## config.mk

```make
export PLATFORM = sky130hd
export DESIGN_NAME = vliw_fetch_unit_flat
export DESIGN_NICKNAME = d
export VERILOG_FILES = /design/src/rtl/vliw_fetch_pkg.sv /design/src/rtl/vliw_fetch_if.sv /design/src/rtl/vliw_fetch_ifid_register.sv /design/src/rtl/vliw_fetch_unit.sv /design/src/flat_wrapper.sv
export SDC_FILE = /design/constraint.sdc
export NUM_CORES = 1
export LEC_CHECK = 0
export ABC_AREA = 1
export CORE_ASPECT_RATIO = 0.8
export CORE_MARGIN = 2
export CORE_UTILIZATION = 30
export CTS_BUF_LIST = sky130_fd_sc_hd__clkbuf_4
export CTS_CLUSTER_DIAMETER = 30
export DETAILED_ROUTE_END_ITERATION = 10
export GPL_ROUTABILITY_DRIVEN = 0
export SETUP_SLACK_MARGIN = 0.15
export SYNTH_ARGS = -nofsm -noshare
export SYNTH_HDL_FRONTEND = slang
export SYNTH_SLANG_ARGS = --single-unit
```

## constraint.sdc

```tcl
create_clock -name clk -period 2.2 [get_ports clk]
set_clock_uncertainty 0.2 [all_clocks]
set_input_delay 0.44 -clock clk [delete_from_list [all_inputs] [get_ports clk]]
set_output_delay 0.44 -clock clk [all_outputs]
set_load 0.01 [all_outputs]
```

## src/rtl/vliw_fetch_pkg.sv

```systemverilog
// Shared types and constants for the VLIW fetch stage.
// A bundle is 48 bits: the 16-bit slot sits in the top bits and the 32-bit slot in the low bits.
package vliw_fetch_pkg;

  localparam int unsigned INSTR16_W  = 16;
  localparam int unsigned INSTR32_W  = 32;
  localparam int unsigned BUNDLE_W   = 48;
  localparam int unsigned SLOT16_MSB = 47;
  localparam int unsigned SLOT16_LSB = 32;
  localparam int unsigned SLOT32_MSB = 31;
  localparam int unsigned SLOT32_LSB = 0;

  typedef enum logic [2:0] {
    S_IDLE,
    S_REQ,
    S_WAIT,
    S_DROP,
    S_HOLD
  } fetch_state_t;

  function automatic logic [INSTR16_W-1:0] slot16(input logic [BUNDLE_W-1:0] bundle);
    return bundle[SLOT16_MSB:SLOT16_LSB];
  endfunction

  function automatic logic [INSTR32_W-1:0] slot32(input logic [BUNDLE_W-1:0] bundle);
    return bundle[SLOT32_MSB:SLOT32_LSB];
  endfunction

endpackage

```

## src/rtl/vliw_fetch_if.sv

```systemverilog
// Instruction-memory request/response bus between the fetch unit (master) and memory (slave).
interface vliw_fetch_if #(
  parameter int unsigned PC_WIDTH = 32
);
  import vliw_fetch_pkg::*;

  logic                imem_req;
  logic [PC_WIDTH-1:0] imem_addr;
  logic                imem_gnt;
  logic                imem_rvalid;
  logic [BUNDLE_W-1:0] imem_rdata;

  modport master (
    output imem_req, imem_addr,
    input  imem_gnt, imem_rvalid, imem_rdata
  );

  modport slave (
    input  imem_req, imem_addr,
    output imem_gnt, imem_rvalid, imem_rdata
  );

endinterface

```

## src/rtl/vliw_fetch_ifid_register.sv

```systemverilog
// IF/ID pipeline register: valid bit plus PC and split slot instructions.
// An enabled write with no load inserts a bubble; flush clears valid and wins over a load.
module ifid_register
  import vliw_fetch_pkg::*;
#(
  parameter int unsigned PC_WIDTH = 32
) (
  input  logic                 clk,
  input  logic                 rst_n,
  input  logic                 write_en,
  input  logic                 flush,
  input  logic                 load,
  input  logic [PC_WIDTH-1:0]  load_pc,
  input  logic [BUNDLE_W-1:0]  load_bundle,
  output logic                 valid,
  output logic [PC_WIDTH-1:0]  pc,
  output logic [INSTR16_W-1:0] instr16,
  output logic [INSTR32_W-1:0] instr32
);

  always_ff @(posedge clk or negedge rst_n) begin
    if (!rst_n) begin
      valid   <= 1'b0;
      pc      <= '0;
      instr16 <= '0;
      instr32 <= '0;
    end else begin
      if (flush) begin
        valid <= 1'b0;
      end else if (write_en) begin
        valid <= load;
      end
      if (write_en && load && !flush) begin
        pc      <= load_pc;
        instr16 <= slot16(load_bundle);
        instr32 <= slot32(load_bundle);
      end
    end
  end

endmodule

```

## src/rtl/vliw_fetch_unit.sv

```systemverilog
// Fetch stage: PC, single-outstanding instruction-memory requests, redirect handling
// and the IF/ID register.
module vliw_fetch_unit
  import vliw_fetch_pkg::*;
#(
  parameter int unsigned         PC_WIDTH = 32,
  parameter logic [PC_WIDTH-1:0] RESET_PC = '0
) (
  input  logic                 clk,
  input  logic                 rst_n,
  input  logic                 pc_write,
  input  logic                 ifid_write,
  input  logic                 ifid_flush,
  input  logic                 branch_pc_src,
  input  logic [PC_WIDTH-1:0]  branch_target,
  input  logic                 jump_pc_src,
  input  logic [PC_WIDTH-1:0]  jump_target,
  vliw_fetch_if.master         imem,
  output logic                 ifid_valid,
  output logic [PC_WIDTH-1:0]  ifid_pc,
  output logic [INSTR16_W-1:0] ifid_instr16,
  output logic [INSTR32_W-1:0] ifid_instr32
);

  fetch_state_t        state;
  fetch_state_t        state_next;
  logic [PC_WIDTH-1:0] pc;
  logic [PC_WIDTH-1:0] req_pc;
  logic [BUNDLE_W-1:0] hold_data;

  logic                redirect;
  logic [PC_WIDTH-1:0] target;
  logic                accept;
  logic                ifid_load;
  logic [BUNDLE_W-1:0] load_bundle;
  logic                hold_capture;

  assign redirect = branch_pc_src | jump_pc_src;
  assign target   = branch_pc_src ? branch_target : jump_target;
  assign accept   = imem.imem_req & imem.imem_gnt;

  always_ff @(posedge clk or negedge rst_n) begin
    if (!rst_n) begin
      state <= S_IDLE;
    end else begin
      state <= state_next;
    end
  end

  always_comb begin
    state_next = state;
    case (state)
      S_IDLE: state_next = S_REQ;
      S_REQ: begin
        if (accept) state_next = redirect ? S_DROP : S_WAIT;
      end
      S_WAIT: begin
        if (redirect)                state_next = imem.imem_rvalid ? S_REQ : S_DROP;
        else if (imem.imem_rvalid)   state_next = ifid_write ? S_REQ : S_HOLD;
      end
      S_HOLD: begin
        if (redirect || ifid_write) state_next = S_REQ;
      end
      S_DROP: begin
        if (imem.imem_rvalid) state_next = S_REQ;
      end
      default: state_next = S_IDLE;
    endcase
  end

  // A redirect kills whatever response arrives in the same cycle, whether from memory or the buffer.
  always_comb begin
    imem.imem_req  = (state == S_REQ) & pc_write;
    imem.imem_addr = pc;
    ifid_load      = !redirect && ifid_write &&
                     (((state == S_WAIT) && imem.imem_rvalid) || (state == S_HOLD));
    load_bundle    = (state == S_HOLD) ? hold_data : imem.imem_rdata;
    hold_capture   = (state == S_WAIT) && imem.imem_rvalid && !ifid_write && !redirect;
  end

  always_ff @(posedge clk or negedge rst_n) begin
    if (!rst_n) begin
      pc        <= RESET_PC;
      req_pc    <= '0;
      hold_data <= '0;
    end else begin
      if (redirect) begin
        pc <= target;
      end else if ((state == S_REQ) && accept) begin
        pc <= pc + 1'b1;
      end
      if ((state == S_REQ) && accept) begin
        req_pc <= pc;
      end
      if (hold_capture) begin
        hold_data <= imem.imem_rdata;
      end
    end
  end

  ifid_register #(
    .PC_WIDTH(PC_WIDTH)
  ) u_ifid (
    .clk        (clk),
    .rst_n      (rst_n),
    .write_en   (ifid_write),
    .flush      (ifid_flush),
    .load       (ifid_load),
    .load_pc    (req_pc),
    .load_bundle(load_bundle),
    .valid      (ifid_valid),
    .pc         (ifid_pc),
    .instr16    (ifid_instr16),
    .instr32    (ifid_instr32)
  );

endmodule

```

## src/flat_wrapper.sv

```systemverilog
// flat-port wrapper written by rule: the top's interface ports become plain ports
module vliw_fetch_unit_flat import vliw_fetch_pkg::*;
#(
  parameter int unsigned         PC_WIDTH = 32,
  parameter logic [PC_WIDTH-1:0] RESET_PC = '0
)
  (clk, rst_n, pc_write, ifid_write, ifid_flush, branch_pc_src, branch_target, jump_pc_src, jump_target, ifid_valid, ifid_pc, ifid_instr16, ifid_instr32, imem_imem_req, imem_imem_addr, imem_imem_gnt, imem_imem_rvalid, imem_imem_rdata);
  vliw_fetch_if #(.PC_WIDTH(PC_WIDTH)) imem_i ();
  input  logic clk;
  input  logic rst_n;
  input  logic pc_write;
  input  logic ifid_write;
  input  logic ifid_flush;
  input  logic branch_pc_src;
  input  logic [PC_WIDTH-1:0] branch_target;
  input  logic jump_pc_src;
  input  logic [PC_WIDTH-1:0] jump_target;
  output logic ifid_valid;
  output logic [PC_WIDTH-1:0] ifid_pc;
  output logic [INSTR16_W-1:0] ifid_instr16;
  output logic [INSTR32_W-1:0] ifid_instr32;
  output wire logic [$bits(imem_i.imem_req)-1:0] imem_imem_req;
  output wire logic [$bits(imem_i.imem_addr)-1:0] imem_imem_addr;
  input wire logic [$bits(imem_i.imem_gnt)-1:0] imem_imem_gnt;
  input wire logic [$bits(imem_i.imem_rvalid)-1:0] imem_imem_rvalid;
  input wire logic [$bits(imem_i.imem_rdata)-1:0] imem_imem_rdata;
  assign imem_imem_req = imem_i.imem_req;
  assign imem_imem_addr = imem_i.imem_addr;
  assign imem_i.imem_gnt = imem_imem_gnt;
  assign imem_i.imem_rvalid = imem_imem_rvalid;
  assign imem_i.imem_rdata = imem_imem_rdata;
  vliw_fetch_unit #(.PC_WIDTH(PC_WIDTH), .RESET_PC(RESET_PC)) u_core (.clk(clk), .rst_n(rst_n), .pc_write(pc_write), .ifid_write(ifid_write), .ifid_flush(ifid_flush), .branch_pc_src(branch_pc_src), .branch_target(branch_target), .jump_pc_src(jump_pc_src), .jump_target(jump_target), .imem(imem_i), .ifid_valid(ifid_valid), .ifid_pc(ifid_pc), .ifid_instr16(ifid_instr16), .ifid_instr32(ifid_instr32));
endmodule
```

# Word-level counts from Yosys, hierarchy flattened
# Cells that the tools add are included.
# W data, S select, Z words.
dict set report op_classes {
  add_sub_neg 1
  n_eq_ne 8
  mux 15
  n_bitwise 3
  reduce_logical 17
}
# cell count
set op_table {}
lappend op_table {{$mux W32} 3}
lappend op_table {{$mux W48} 1}
lappend op_table {{$add A32 B1 Y32 const B} 1}
lappend op_table {{$mux W3} 6}
lappend op_table {{$pmux W3 S5} 1}
lappend op_table {{$logic_and A1 B1 Y1} 8}
lappend op_table {{$eq A3 B2 Y1 const B} 2}
lappend op_table {{$ne A2 B1 Y1 const B} 2}
lappend op_table {{$reduce_and A4 Y1} 1}
lappend op_table {{$reduce_bool A2 Y1} 2}
lappend op_table {{$eq A3 B1 Y1 const B} 1}
lappend op_table {{$eq A3 B3 Y1 const B} 1}
lappend op_table {{$logic_not A1 Y1} 3}
lappend op_table {{$logic_not A3 Y1} 1}
lappend op_table {{$mux W1} 3}
lappend op_table {{$ne A3 B2 Y1 const B} 1}
lappend op_table {{$and A1 B1 Y1} 2}
lappend op_table {{$logic_or A1 B1 Y1} 2}
lappend op_table {{$mux W2} 1}
lappend op_table {{$ne A2 B2 Y1 const B} 1}
lappend op_table {{$or A1 B1 Y1} 1}
dict set report word_totals {
  regBits 196
  inputBits 121
  output_inout_bits 114
  word_cells 52
}

# Logic depth before layout (Yosys ltp)
# Gate-level depths: netlist of run 1.
dict set report logic_depth {
  word_depth 6
  ltp_mapped 11
  mapped_depth_nobuf 10
}

# Modules after synthesis
# A second synthesis of run 1 with hierarchy kept.
dict set report hier_totals {
  hier_cells 1257
  hier_area_um2 9700.6
}
# mod instances cells_per_inst area_per_inst_um2 seq_area_each_um2
set by_module_without_submodules {}
lappend by_module_without_submodules {vliw_fetch_unit 1 897 6384.9 2877.8}
lappend by_module_without_submodules {ifid_register 1 360 3315.7 2026.9}

# Worst setup path after synthesis of run 1
# OpenSTA, ideal clock, no wires.
dict set report synth_timing {
  path_type {in2reg}
  start {input branch_pc_src}
  end {register u_core.hold_data[38]}
  setup_time_ns 0.125
  t_arrival_ns 1.603
  required_time_ns 1.875
  path_slack_ns 0.272
  cell_stages 8
  path_buffers 3
  cell_sequence {buf_2 > nor2_8 > inv_2 > nor2_4 > nand4_2 > buf_6 > buf_6 > mux2_4}
}
dict set report synth_via {
  elab_chain_len 3
}
# element line_no
set synth_rtl {}
lappend synth_rtl {{start: declaration} flat_wrapper.sv:14} ;# input logic branch_pc_src;
lappend synth_rtl {{$or A1 B1 Y1} vliw_fetch_unit.sv:38} ;# assign redirect = branch_pc_src | jump_pc_src;
lappend synth_rtl {{$logic_not A1 Y1} vliw_fetch_unit.sv:78} ;# hold_capture = (state == S_WAIT) && imem.imem_rvalid && !ifid_write && !redirect;
lappend synth_rtl {{$logic_and A1 B1 Y1} vliw_fetch_unit.sv:78}
lappend synth_rtl {{end signal: assignment} vliw_fetch_unit.sv:96} ;# hold_data <= imem.imem_rdata;
lappend synth_rtl {{end: declaration} vliw_fetch_unit.sv:29} ;# logic [BUNDLE_W-1:0] hold_data;
# No other way between the ends.
# A chain may end at the register's enable or synchronous reset.

# Worst setup path in the final report of run 1
dict set report layout_timing {
  start {register u_core.state[2]}
  end {output imem_imem_req}
}
dict set report layout_via {
  elab_chain_len 2
}
# element line_no
set layout_rtl {}
lappend layout_rtl {{start: declaration} vliw_fetch_unit.sv:25} ;# fetch_state_t state;
lappend layout_rtl {{start signal: assignment} vliw_fetch_unit.sv:46} ;# state <= state_next;
lappend layout_rtl {{$eq A3 B1 Y1} vliw_fetch_unit.sv:73} ;# imem.imem_req = (state == S_REQ) & pc_write;
lappend layout_rtl {{$and A1 B1 Y1} vliw_fetch_unit.sv:73}
lappend layout_rtl {{end: declaration} flat_wrapper.sv:22} ;# output wire logic [$bits(imem_i.imem_req)-1:0] imem_imem_req;
# No other way between the ends.

==> results of run 1 <==
-- synthesized netlist by cell type (2+ instances only) --
cell type and n:
a21oi_1 30, nand3_1 42, buf_6 2, nor3_1 7
dfrtp_1 196, buf_4 2, nand4_1 4, buf_1 3
clkbuf_1 21, inv_2 5, mux2_4 9, inv_1 66
o21ai_0 68, buf_2 28, mux2_2 39, o211ai_1 3
nand2_1 380, a31oi_1 49, o21bai_1 3, o22ai_1 2
xor2_1 6, nor2_1 130
-- layer usage --
metal	routed length, um	vias to the layer above	GRT usage (%)
met5	16	-	0
met4	526	2	4.75
met3	1870	24	4.16
met2	12900	282	27.4
met1	14100	4030	25.8
li1	-	4205	-
-- repair_timing --
action                                  4_1_cts  5_1_grt
gates cloned                                  0        2
setup buffers                                30       12
endpoints found under the hold margin       196        0
endpoints found under the setup margin      115      104
hold buffers                                  1        0
gates resized for setup                     149       27
-- stage by stage --
stage | utilization, % | setup TNS [ns] | cells
after floorplan | - | 0 | 1109
after global placement | 41.2 | -13.15 | 1764
after detailed placement | 41.2 | -17.51 | 1764
after CTS | 42.4 | 0 | 1827
after global routing | 43.1 | 0 | 1844
final | 43.1 | 0 | 1844
-- worst max path at each step --
stage | start | endpoint | slack (ns) | cells past startpoint
2_1_floorplan | branch_pc_src | u_core.hold_data[38] | 0.27 | 8
3_3_place_gp | pc_write | imem_imem_req | -0.21 | 4
3_5_place_dp | pc_write | imem_imem_req | -0.22 | 4
4_1_cts | u_core.state[1] | imem_imem_req | 0.02 | 4
5_1_grt | u_core.state[2] | imem_imem_req | 0.01 | 4
6_report | u_core.state[2] | imem_imem_req | 0.13 | 4
-- logic make-up (layout without fill, tap and decap cells) --
family	after synthesis	in the layout
xor gates and xnor gates	6	6
buffers and inverters	127	446
muxes	48	48
and+or+nand+nor	570	570
other	0	3
AOI/OAI and AO/OA	161	161
DFF	196	196
adders and majority gates	1	1
-- flip-flops by register name, indices dropped and copies added (netlist names) --
signal / count
u_core.state: 3
u_core.hold_data: 48
u_core.u_ifid.valid: 1
u_core.u_ifid.instr32: 32
u_core.u_ifid.instr16: 16
u_core.u_ifid.pc: 32
u_core.imem.imem_addr: 32
u_core.req_pc: 32
-- where the power goes --
part / internal [mW] / total [mW] / switching, mW / leakage [nW]
clock network: 0.682 / 1.96 / 1.28 / 0.153
logic: 1.94 / 3.92 / 1.99 / 3.91
registers: 4.80 / 5.47 / 0.662 / 2.50
-- area by class of cell --
type,count,area (sq um)
Sequential cell,196,4920
Inverter,71,272
Tap cell,413,517
Timing Repair Buffer,343,3210
Clock inverter,14,135
Antenna cell,3,7.51
Clock buffer,18,135
Multi-Input combinational cell,786,3860
Fill cell,3069,17200
-- layout by cell type (no fill, tap or decap), types with 4 or more instances in the layout --
master           synthesis  routed
nand2_1                380     377
dfrtp_1                196     180
nor2_1                 130     123
clkdlybuf4s50_1          0     119
dlygate4sd2_1            0     101
buf_4                    2      92
o21ai_0                 68      68
inv_1                   66      64
a31oi_1                 49      49
nand3_1                 42      41
mux2_2                  39      39
a21oi_1                 30      30
clkbuf_4                 0      18
dfrtp_2                  0      16
buf_12                   0      12
mux2_4                   9       9
nor3_1                   7       7
clkdlybuf4s15_1          0       7
inv_2                    5       6
xor2_1                   6       6
nor2_4                   1       5
nor2_2                   1       4
clkinv_4                 0       4
nand4_1                  4       4
clkinv_2                 0       4
==> results.cfg, run 1 <==
[power]
power.leakage_nw = 6.56
ir_worst_vdd_v = 0.000394
cellPowerDensity_nw_per_um2 = 869
finalPower_mw = 11.4

[floorplanning]
io_pins = 235
fp.dieH_um = 161
dieWidth_um = 200
rows = 57
start_util_pct = 30.5
core_sq_um = 30300
die_area_sq_um = 32200

[timing]
rsz0062_at_grt = true
fin_crit_ns = 2.07
relSlewSlack_pct = 63.5
period_share_pct = 94.0
setup_viol = 0
hold_viol = 0
fmax_mhz = 484
fin_ws_ns = 0.133
maxSlewViolCount = 0
worstMarginPinSlew_ns = 0.547
hold_slack_ns = 0.147

[route]
first_pass_iters = 7
antenna_left = 0
routedWlPerCell_um = 16.0
vias = 8543
vias_per_cell = 4.63
routed_wl_mm = 29.4
drtIter0Drc = 604
drc = 0

[worst_setup_path]
path_max_fanout = 4
cpMaxStageDelayCell = dfrtp_1
path_buf_inv = 2
cpPeakStageDelay_ns = 0.43
crit_type = reg2out
path_delay_family = flip-flops
worstPathRequired_ns = 1.56
cp_cell_sequence = inv_2, nand3_4, nor2_4, buf_6
reg2reg_slack_ns = 0.28
reg2reg_depth = 9
regToRegEndpoint = u_core.imem.imem_addr[26]
critPathArrivalTime_ns = 1.43
r2r-start = u_core.imem.imem_addr[0]
endpoint_kind = primary output
startpoint_type = register

[logic_synthesis]
async_flop_share_pct = 100
synth_edf_count = 0
netlist_area_sq_um = 9240
ys_seq_elements = 196
synth.avg_cell_area_sq_um = 8.33
synth_cells = 1109
synthXorXnorAreaFrac_pct = 0.569
synth.yosys.seq_area_share_pct = 53.1
synth_top_area_share_pct = 53.1
synth-compound-area-share_pct = 9.74
synth_top_family_by_area = simple AND/OR/NAND/NOR gates
synth_area_leader_cell = dfrtp_1
synth_fa_ha_area_share_pct = 0.135
ys.flop_type = dfrtp_1
synth_nets = 1231
synth_cell_types = 36
ys_top_cells_by_area = dfrtp_1, nand2_1, nor2_1
yosys_warnings = 0
synthMuxAreaShare_pct = 6.22
synthSimpleGateAreaFrac_pct = 24.4

[cts]
cts_num_sinks = 196
path_clk_slew_ns = 0.16
h-tree-depth = 4
cts_root_buf = clkbuf_4
clkLatencyLatePin_ns = 0.59
cts.path.max_buffers = 2
cts_made_buffers = 17
cts_tree = yes

[final_layout]
drive_gt1_share_pct = 16.2
syn2layout_area_growth_pct = 41.4
fin_area_sq_um = 13100
fin_nets = 1537

[global_route]
grt_overflow = 0
grt_pass1_wl_mm = 45.5
grt_start_max_net_pins = 50
antenna_found_initial = 4
grt_pass1_vias = 8012
gr-usage-all-layers_pct = 18.1

[place]
detailedPlace.worstSlack_ns = -0.224
hpwl_mm = 21.5
io_buffers = 234
placed_area_sq_um = 12500

[min_path]
hold_class = in2async

[flow_run]
drv_cap = 0

[run_status]
status = finished, final reports clean
(Power assumes the default switching activity.)
==> inputs of run 2 (changes only) <==
Settings changed: GPL_ROUTABILITY_DRIVEN 0 to 1, SETUP_SLACK_MARGIN 0.15 to 0.5.
==> run 2 against run 1 <==
Global-route usage grew 0.45 points. Via count grew 5.6%. Flip-flop and latch count is the same. Cell area grew 11%. Sequential power grew 1%. Register-to-register slack lost 0.04 ns. Total power grew 12%. Clock power grew 11%. Combinational power grew 27%.
==> results.cfg, run 2 (same netlist as run 1, synthesis figures left out) <==
[power]
ir_worst_vdd_v = 0.000461
p_sw_mw = 4.64
seqPwrFrac_pct = 43.7
p_comb_share_pct = 39.1
netSwitchingFraction_pct = 36.6
pwr-share-clk_pct = 17.2
finalPower_mw = 12.7
cellPowerDensity_nw_per_um2 = 878
power.leakage_nw = 7.13
internal_power_mw = 8.05

[worst_setup_path]
cpMaxStageDelayCell = dfrtp_1
cpPeakStageDelay_ns = 0.42
startpoint_type = register
cp_cell_sequence = inv_2, nand3_4, nor2_4, buf_6
crit_type = reg2out
path_max_fanout = 3
worstPathRequired_ns = 1.56
path_buf_inv = 2
path_delay_family = flip-flops
endpoint_kind = primary output
critPathArrivalTime_ns = 1.44

[cts]
cts_made_buffers = 17
cts_root_buf = clkbuf_4
path_clk_slew_ns = 0.23
h-tree-depth = 4
cts.path.max_buffers = 2
cts_tree = yes
cts_num_sinks = 196
clkLatencyLatePin_ns = 0.62

[timing]
fin_ws_ns = 0.116
rsz0062_at_grt = true
fmax_mhz = 480
fin_crit_ns = 2.08
worstMarginPinSlew_ns = 0.417
hold_viol = 0
relSlewSlack_pct = 72.2
period_share_pct = 94.7
setup_viol = 0
maxSlewViolCount = 0

[final_layout]
layout_common_cells = nand2_1, dfrtp_1, buf_4
fin_nets = 1615
regMostFlops = u_core.hold_data
drive_gt1_share_pct = 33.3
final_common_cell = nand2_1
post-route-util_pct = 47.7
largest_reg_flops = 48
final_cells = 1923
syn2layout_area_growth_pct = 56.5

[place]
globalplace.congestion = 0.896
detailedPlace.worstSlack_ns = -0.197
hpwl_mm = 21.3
io_buffers = 234
dpl.cell_count = 1755

[global_route]
grtUsageMet3_pct = 4.16
antenna_found_initial = 4
grt_overflow = 0
grt_pass1_wl_mm = 46.9
met2_usage_pct = 29.3
gr-usage-all-layers_pct = 18.5
grt_pass1_vias = 8474
met1_usage_pct = 25.7
grt-busiest-layer = met2
grt_start_max_net_pins = 50

[run_status]
status = finished, final reports clean

[floorplanning]
dieWidth_um = 200
io_pins = 235
core_sq_um = 30300
rows = 57
start_util_pct = 30.5
fp.dieH_um = 161
die_area_sq_um = 32200

[min_path]
hold_class = in2async

[route]
drtIter0Drc = 586
antenna_left = 0
vias = 9019
routedWlPerCell_um = 17.0
vias_per_cell = 4.69
drc = 0
first_pass_iters = 5
routed_wl_mm = 32.7

[flow_run]
drv_cap = 0
==> run 2: cell types whose count changed in the layout (fill, tap and decap cells not counted), moves of 7 or more <==
cell / previous run / this run
nand2_1: 377 / 346
buf_6: 3 / 87
clkbuf_16: 2 / 10
buf_2: 3 / 50
buf_4: 92 / 132
nand2_2: 3 / 20
clkdlybuf4s15_1: 7 / 0
nor2_1: 123 / 99
nor2_4: 5 / 23
nand2_4: 0 / 12
dlygate4sd2_1: 101 / 0
==> run 2: metrics by stage <==
stage	cell area (sq um)	hold WS (ns)	TNS, ns
after floorplan	9300	-0.0556	0
after global placement	12400	0.203	-10.79
after detailed placement	12400	0.206	-13.37
after CTS	13400	0.0412	0
after global routing	14400	0.0311	0
final	14500	0.0573	0
==> run 2: layout make-up <==
cell class | instances | area, sq um
clock inverter | 15 | 210
multi-input combinational | 786 | 4270
inverter | 71 | 289
antenna | 4 | 10.0
fill | 2879 | 15900
timing repair buffer | 420 | 4080
sequential | 196 | 4930
timing repair inverter | 1 | 11.3
clock buffer | 17 | 128
tap | 413 | 517
==> run 2: worst paths after layout <==
| path | slack, ns | to | cells after the start | startpoint |
|---|---|---|---|---|
| min in group clk | 0.17 | u_core.u_ifid.instr32[4] | 3 | imem_imem_rdata[4] |
| worst max register to register | 0.24 | u_core.u_ifid.pc[3] | 11 | u_core.state[0] |
| worst min-delay path | 0.06 | u_core.u_ifid.instr32[2] | 2 | rst_n |
| worst max-delay path | 0.12 | imem_imem_req | 4 | u_core.state[1] |
| max in group asynchronous | 1.04 | u_core.u_ifid.instr32[19] | 3 | rst_n |
| worst min register to register | 0.28 | u_core.u_ifid.pc[26] | 2 | u_core.req_pc[26] |
==> run 2: metal layers <==
metal	share of wire, %	vias to the layer above
li1	-	4369
met1	46	4345
met2	46	275
met3	6.1	30
met4	1.1	0
met5	0	-
==> run 2: worst register-to-register path: stages, from the launching register on <==
cell and delay [ns]:
dfrtp_1 0.48, buf_6 0.16, inv_8 0.06, nand2_4 0.05, nor2_4 0.13, inv_2 0.07, o21ai_4 0.07, nand2_4 0.11
buf_4 0.22, buf_12 0.17, nand2_1 0.08, nand2_1 0.05
==> run 2: power groups by stage <==
stage	combinational, mW	sequential, mW	clock, mW
floorplan	1.57	5.77	0
global placement	3.96	5.63	0
detailed placement	4.03	5.66	0
CTS	4.40	5.52	2.27
global route	5.40	5.68	2.39
finish	4.96	5.55	2.18
==> run 2: timing repair <==
| item | 4_1_cts | 5_1_grt |
|---|---|---|
| hold endpoints to repair | 196 | 0 |
| pin swaps | 27 | 34 |
| buffers inserted | 78 | 40 |
| gates cloned | 0 | 13 |
| hold buffers | 1 | 0 |
| setup endpoints to repair | 298 | 302 |
| resized for setup | 627 | 110 |
